==> src/rtl/key_filter.sv <==
// key_filter: producer side of the OTG_DATA keycode interface.
// Brings the raw USB keycode word into the frame_clk domain, debounces it,
// and presents a stable keycode with press/release/auto-repeat pulses and a
// one-hot direction decode for the ball logic.
module key_filter #(
    parameter int unsigned DEBOUNCE_FRAMES = 2,
    parameter int unsigned REPEAT_DELAY    = 30,
    parameter int unsigned REPEAT_RATE     = 6,
    parameter logic [15:0] KEY_UP          = 16'h001A,
    parameter logic [15:0] KEY_DOWN        = 16'h0016,
    parameter logic [15:0] KEY_LEFT        = 16'h0004,
    parameter logic [15:0] KEY_RIGHT       = 16'h0007
) (
    input  logic        frame_clk,
    input  logic        Reset,
    input  logic [15:0] OTG_RAW,
    output logic [15:0] OTG_DATA,
    output logic [3:0]  Key_Dir,
    output logic        Key_Press,
    output logic        Key_Release,
    output logic        Key_Repeat
);

    localparam int unsigned CNT_W   = $clog2(DEBOUNCE_FRAMES + 1);
    localparam int unsigned REP_MAX = (REPEAT_DELAY > REPEAT_RATE) ? REPEAT_DELAY : REPEAT_RATE;
    // Keep the repeat counter at least one bit wide when both periods are 1.
    localparam int unsigned REP_W   = (REP_MAX > 1) ? $clog2(REP_MAX) : 1;

    localparam logic [CNT_W-1:0] CNT_STABLE = CNT_W'(DEBOUNCE_FRAMES);
    localparam logic [REP_W-1:0] DELAY_LAST = REP_W'(REPEAT_DELAY - 1);
    localparam logic [REP_W-1:0] RATE_LAST  = REP_W'(REPEAT_RATE - 1);

    typedef enum logic [1:0] {
        StIdle,
        StHeld,
        StRepeat
    } state_t;

    state_t             state;
    logic [15:0]        raw_s1;
    logic [15:0]        raw_s2;
    logic [15:0]        cand;
    logic [CNT_W-1:0]   cnt;
    logic [REP_W-1:0]   rep_cnt;
    logic               stable;
    logic               cand_zero;

    // Two-flop synchroniser for the asynchronous PIO keycode word.
    always_ff @(posedge frame_clk or posedge Reset) begin
        if (Reset) begin
            raw_s1 <= '0;
            raw_s2 <= '0;
        end else begin
            raw_s1 <= OTG_RAW;
            raw_s2 <= raw_s1;
        end
    end

    // Debounce: restart the count whenever the synced word changes; saturate once stable.
    always_ff @(posedge frame_clk or posedge Reset) begin
        if (Reset) begin
            cand <= '0;
            cnt  <= '0;
        end else if (raw_s2 != cand) begin
            cand <= raw_s2;
            cnt  <= '0;
        end else if (cnt != CNT_STABLE) begin
            cnt <= cnt + 1'b1;
        end
    end

    assign stable    = (cnt == CNT_STABLE);
    assign cand_zero = (cand == '0);

    // Key state machine with registered keycode and single-frame pulses.
    always_ff @(posedge frame_clk or posedge Reset) begin
        if (Reset) begin
            state       <= StIdle;
            OTG_DATA    <= '0;
            rep_cnt     <= '0;
            Key_Press   <= 1'b0;
            Key_Release <= 1'b0;
            Key_Repeat  <= 1'b0;
        end else begin
            Key_Press   <= 1'b0;
            Key_Release <= 1'b0;
            Key_Repeat  <= 1'b0;
            case (state)
                StIdle: begin
                    if (stable && !cand_zero) begin
                        state     <= StHeld;
                        OTG_DATA  <= cand;
                        Key_Press <= 1'b1;
                        rep_cnt   <= '0;
                    end
                end
                StHeld, StRepeat: begin
                    // Release and rollover take priority over a repeat expiry.
                    if (stable && cand_zero) begin
                        state       <= StIdle;
                        OTG_DATA    <= '0;
                        Key_Release <= 1'b1;
                    end else if (stable && (cand != OTG_DATA)) begin
                        // Rollover to a new key without passing through zero.
                        state     <= StHeld;
                        OTG_DATA  <= cand;
                        Key_Press <= 1'b1;
                        rep_cnt   <= '0;
                    end else if (state == StHeld) begin
                        if (rep_cnt == DELAY_LAST) begin
                            state      <= StRepeat;
                            Key_Repeat <= 1'b1;
                            rep_cnt    <= '0;
                        end else begin
                            rep_cnt <= rep_cnt + 1'b1;
                        end
                    end else begin
                        if (rep_cnt == RATE_LAST) begin
                            Key_Repeat <= 1'b1;
                            rep_cnt    <= '0;
                        end else begin
                            rep_cnt <= rep_cnt + 1'b1;
                        end
                    end
                end
                default: begin
                    state    <= StIdle;
                    OTG_DATA <= '0;
                    rep_cnt  <= '0;
                end
            endcase
        end
    end

    // Direction decode; zero and unrecognised keycodes give no direction.
    always_comb begin
        Key_Dir = 4'b0000;
        if (OTG_DATA != '0) begin
            if (OTG_DATA == KEY_UP) begin
                Key_Dir = 4'b0001;
            end else if (OTG_DATA == KEY_DOWN) begin
                Key_Dir = 4'b0010;
            end else if (OTG_DATA == KEY_LEFT) begin
                Key_Dir = 4'b0100;
            end else if (OTG_DATA == KEY_RIGHT) begin
                Key_Dir = 4'b1000;
            end
        end
    end

endmodule

==> config.mk <==
export PLATFORM = sky130hd
export DESIGN_NAME = key_filter
export DESIGN_NICKNAME = d
export VERILOG_FILES = /design/src/rtl/key_filter.sv
export SDC_FILE = /design/constraint.sdc
export NUM_CORES = 1
export LEC_CHECK = 0
export ABC_CLOCK_PERIOD_IN_PS = 3000
export CAP_MARGIN = 10
export CELL_PAD_IN_SITES_DETAIL_PLACEMENT = 1
export CELL_PAD_IN_SITES_GLOBAL_PLACEMENT = 2
export CORE_ASPECT_RATIO = 0.5
export CORE_MARGIN = 3
export CORE_UTILIZATION = 42
export CTS_CLUSTER_SIZE = 28
export DETAILED_ROUTE_END_ITERATION = 10
export DONT_BUFFER_PORTS = 1
export PLACE_DENSITY_LB_ADDON = 0.1
export SYNTH_ARGS = -nofsm -noshare
export SYNTH_HDL_FRONTEND = slang
export SYNTH_SLANG_ARGS = --single-unit
export TNS_END_PERCENT = 1
==> constraint.sdc <==
create_clock -name frame_clk -period 3 [get_ports frame_clk]
set_clock_uncertainty 0.1 [all_clocks]
set_input_delay 0.3 -clock frame_clk [delete_from_list [all_inputs] [get_ports frame_clk]]
set_output_delay 0.3 -clock frame_clk [all_outputs]
set_load 0.02 [all_outputs]
==> impl_metrics.yaml <==
cells_and_area:
  syn_to_final_growth_pct: 16.14
  layout.cells.non_filler: 385
  most-common-layout-cells: "dfrtp_1, inv_1, nand2_1"
  final_util_pct: 53.06
  antennaDiodeCount: 0
  layout_commonest_cell: "dfrtp_1"
  fillerInstances: 732
  drive_gt1_share_pct: 10.58
  nets: 313
  fin_area_mm2: 0.003736
critical_path:
  critPathKind: "reg -> out"
  reg2reg_to: "OTG_DATA[12]"
  path_buf_inv: 0
  reg2reg_slack_ps: 670
  crit_path_max_fanout: 4
  worst_setup_path_start_kind: "register"
  r2r_cells: 6
  worst_path_max_delay_cell: "dfrtp_1"
  max_stage_delay_ps: 490
  cp.required_ps: 2600
  rr_startpoint: "state[0]"
  cp_cell_sequence: "nor4_1 > nand3_1 > or4_1 > nor2_1"
  crit_path_end_kind: "output pin"
  crit_arrival_ps: 2180
  cpLargestDelayFamily: "simple AND/OR/NAND/NOR gates"
route:
  wl_per_cell_um: 18.51
  vias: 2001
  vias_per_cell: 5.197
  first_pass_iters: 3
  drt_iter0_drc: 119
  drc: 0
  routed_wl_um: 7126
  ant_nets: 0
clocking:
  cts_root_buf: "clkbuf_16"
  cts_buffer_depth: 2
  clkLatencyLatePin_ps: 330
  cts_sinks: 76
  cts_tree: "built"
  cts.clk_slew.worst_paths_ps: 60
  htreeDepth: 3
  cts-resized-gates: 0
  cts_buffers: 9
worst_hold_path:
  hp-start: "raw_s1[15]"
  whs_endpoint: "raw_s2[15]"
  hold_path_class: "reg -> reg"
  min_path_cells: 0
synth:
  synth_cell_types: 41
  synth_warnings: 0
  synthTopCellsByArea: "dfrtp_1, mux2i_1, xor2_1"
  synth-seq-area-share_pct: 59.12
  syn-num-nets: 300
  async_flop_share_pct: 100.0
  synth.avg_cell_area_um2: 11.70
  synth_edf_count: 0
  ys.flop_type: "dfrtp_1"
  netlist_instances: 275
  netlist_area_mm2: 0.003217
  synth.top_cell.area_share_pct: 59.12
  netlist.top_cell.by_area: "dfrtp_1"
  synth_seq_cells: 76
global_route:
  grt_pass1_vias: 2211
  globalRouteOverflowTotal: 0
  grt_first_pass_wirelength_um: 11850
  busiest_layer: "met2"
  grt_use_met3_pct: 5.300
  globalRouteMet1Util_pct: 24.67
  use_met2_pct: 28.97
  grt_start_max_net_pins: 38
  antenna_found_initial: 0
  track_usage_pct: 18.31
sta:
  setup_ws_ps: 421.9
  tns_ps: 0
  rsz0062_at_grt: "false"
  tightest_slew_ps: 806.0
  relSlewSlack_pct: 46.10
  period_minus_slack_ps: 2578
  fmax_mhz: 387.9
  setup_viol: 0
  timing.final.hold_violations: 0
  holdWs_ps: 250.2
  min_period_over_period_pct: 85.94
  drv_slew: 0
status:
  status: "finished, final reports clean"
power:
  power_mw: 2.162
  power.leakage_nw: 1.584
  ir_drop_uv: 467.9
  power.density_mw_per_mm2: 578.6
place:
  post-dp-hpwl_um: 4983
  io_buffer_count: 0
  place_congestion: 0.7593
  placedInstanceArea_mm2: 0.003288
  dp.cells: 352
  place_ws_ps: 679.6
die:
  fp.dieH_um: 67.89
  initial_core_util_pct: 45.68
  ios: 41
  design.die.area_mm2: 0.008809
  core-area_mm2: 0.007042
  die_w_um: 129.8
  rows: 21
job:
  drv_cap: 0
worst register-to-register path, stage by stage, from the launching register on:
cell and delay [ps]:
dfrtp_1 420, inv_1 90, ha_1 460, o21bai_1 170
a31oi_2 670, nand2_1 150, mux2i_1 200
metal layers:
layer | routed length, um | up-vias
met5 | 0 | -
met4 | 75 | 0
li1 | - | 943
met2 | 3323 | 29
met1 | 3462 | 1021
met3 | 264 | 8
cell type report:
| class | count | area [um^2] | share of cell area, % |
|---|---|---|---|
| Clock buffer | 10 | 229.0 | 6.129 |
| Timing Repair Buffer | 23 | 215.2 | 5.760 |
| Multi-Input combinational cell | 152 | 1129 | 30.21 |
| Inverter | 26 | 97.59 | 2.612 |
| Sequential cell | 76 | 1902 | 50.90 |
| Clock inverter | 6 | 48.80 | 1.306 |
| Tap cell | 92 | 115.1 | 3.081 |
how the worst max path moves through the flow:
stage / from / slack, ps / to / depth (start not counted)
5_1_grt: OTG_DATA[5] / 280 / Key_Dir[0] / 5
3_5_place_dp: state[0] / 680 / OTG_DATA[0] / 6
3_3_place_gp: cand[7] / 720 / OTG_DATA[4] / 5
2_1_floorplan: Reset / 660 / Key_Press / 1
4_1_cts: OTG_DATA[5] / 380 / Key_Dir[1] / 4
6_report: OTG_DATA[5] / 420 / Key_Dir[1] / 4
cells by family (layout without fill, tap and decap cells):
family          count (synthesis)  in the layout  synth area share (%)
flops                          76             76                 59.12
simple gates                   69             69                 11.55
buf+inv                        47             65                 5.795
xor+xnor                       33             33                 8.985
compound gates                 27             27                 6.846
mux                            16             16                 4.978
fa+ha+maj                       7              7                 2.723
Yosys cell counts (2+ instances only):
master	count
o22ai_1	2
a21oi_1	6
and3_1	2
ha_1	7
nor2_1	4
o21ai_0	6
or2_2	2
mux2i_1	16
a31oi_1	2
or3_1	3
xor2_1	17
clkbuf_1	18
inv_1	26
nand4_1	9
nor3_1	4
dfrtp_1	76
a32o_1	2
nand2_1	23
nand3_1	4
nor4_1	10
xnor2_1	16
sequential cells by signal, indices dropped and copies added, names as in the netlist:
name	cells
OTG_DATA	16
state	2
Key_Release	1
raw_s2	16
Key_Repeat	1
cnt	2
Key_Press	1
raw_s1	16
cand	16
rep_cnt	5
report_power, final:
group	switching (mW)	internal, mW	leakage [nW]
registers	0.0320	1.06	0.951
logic	0.0424	0.0367	0.508
clock network	0.427	0.565	0.125
total	0.501	1.66	1.58
repair_timing:
item,4_1_cts,5_1_grt
setup endpoints to repair,0,0
endpoints found under the hold margin,51,0
setup buffers,0,0
hold buffers,17,0
Note: power is estimated with default switching activity, not from simulation.
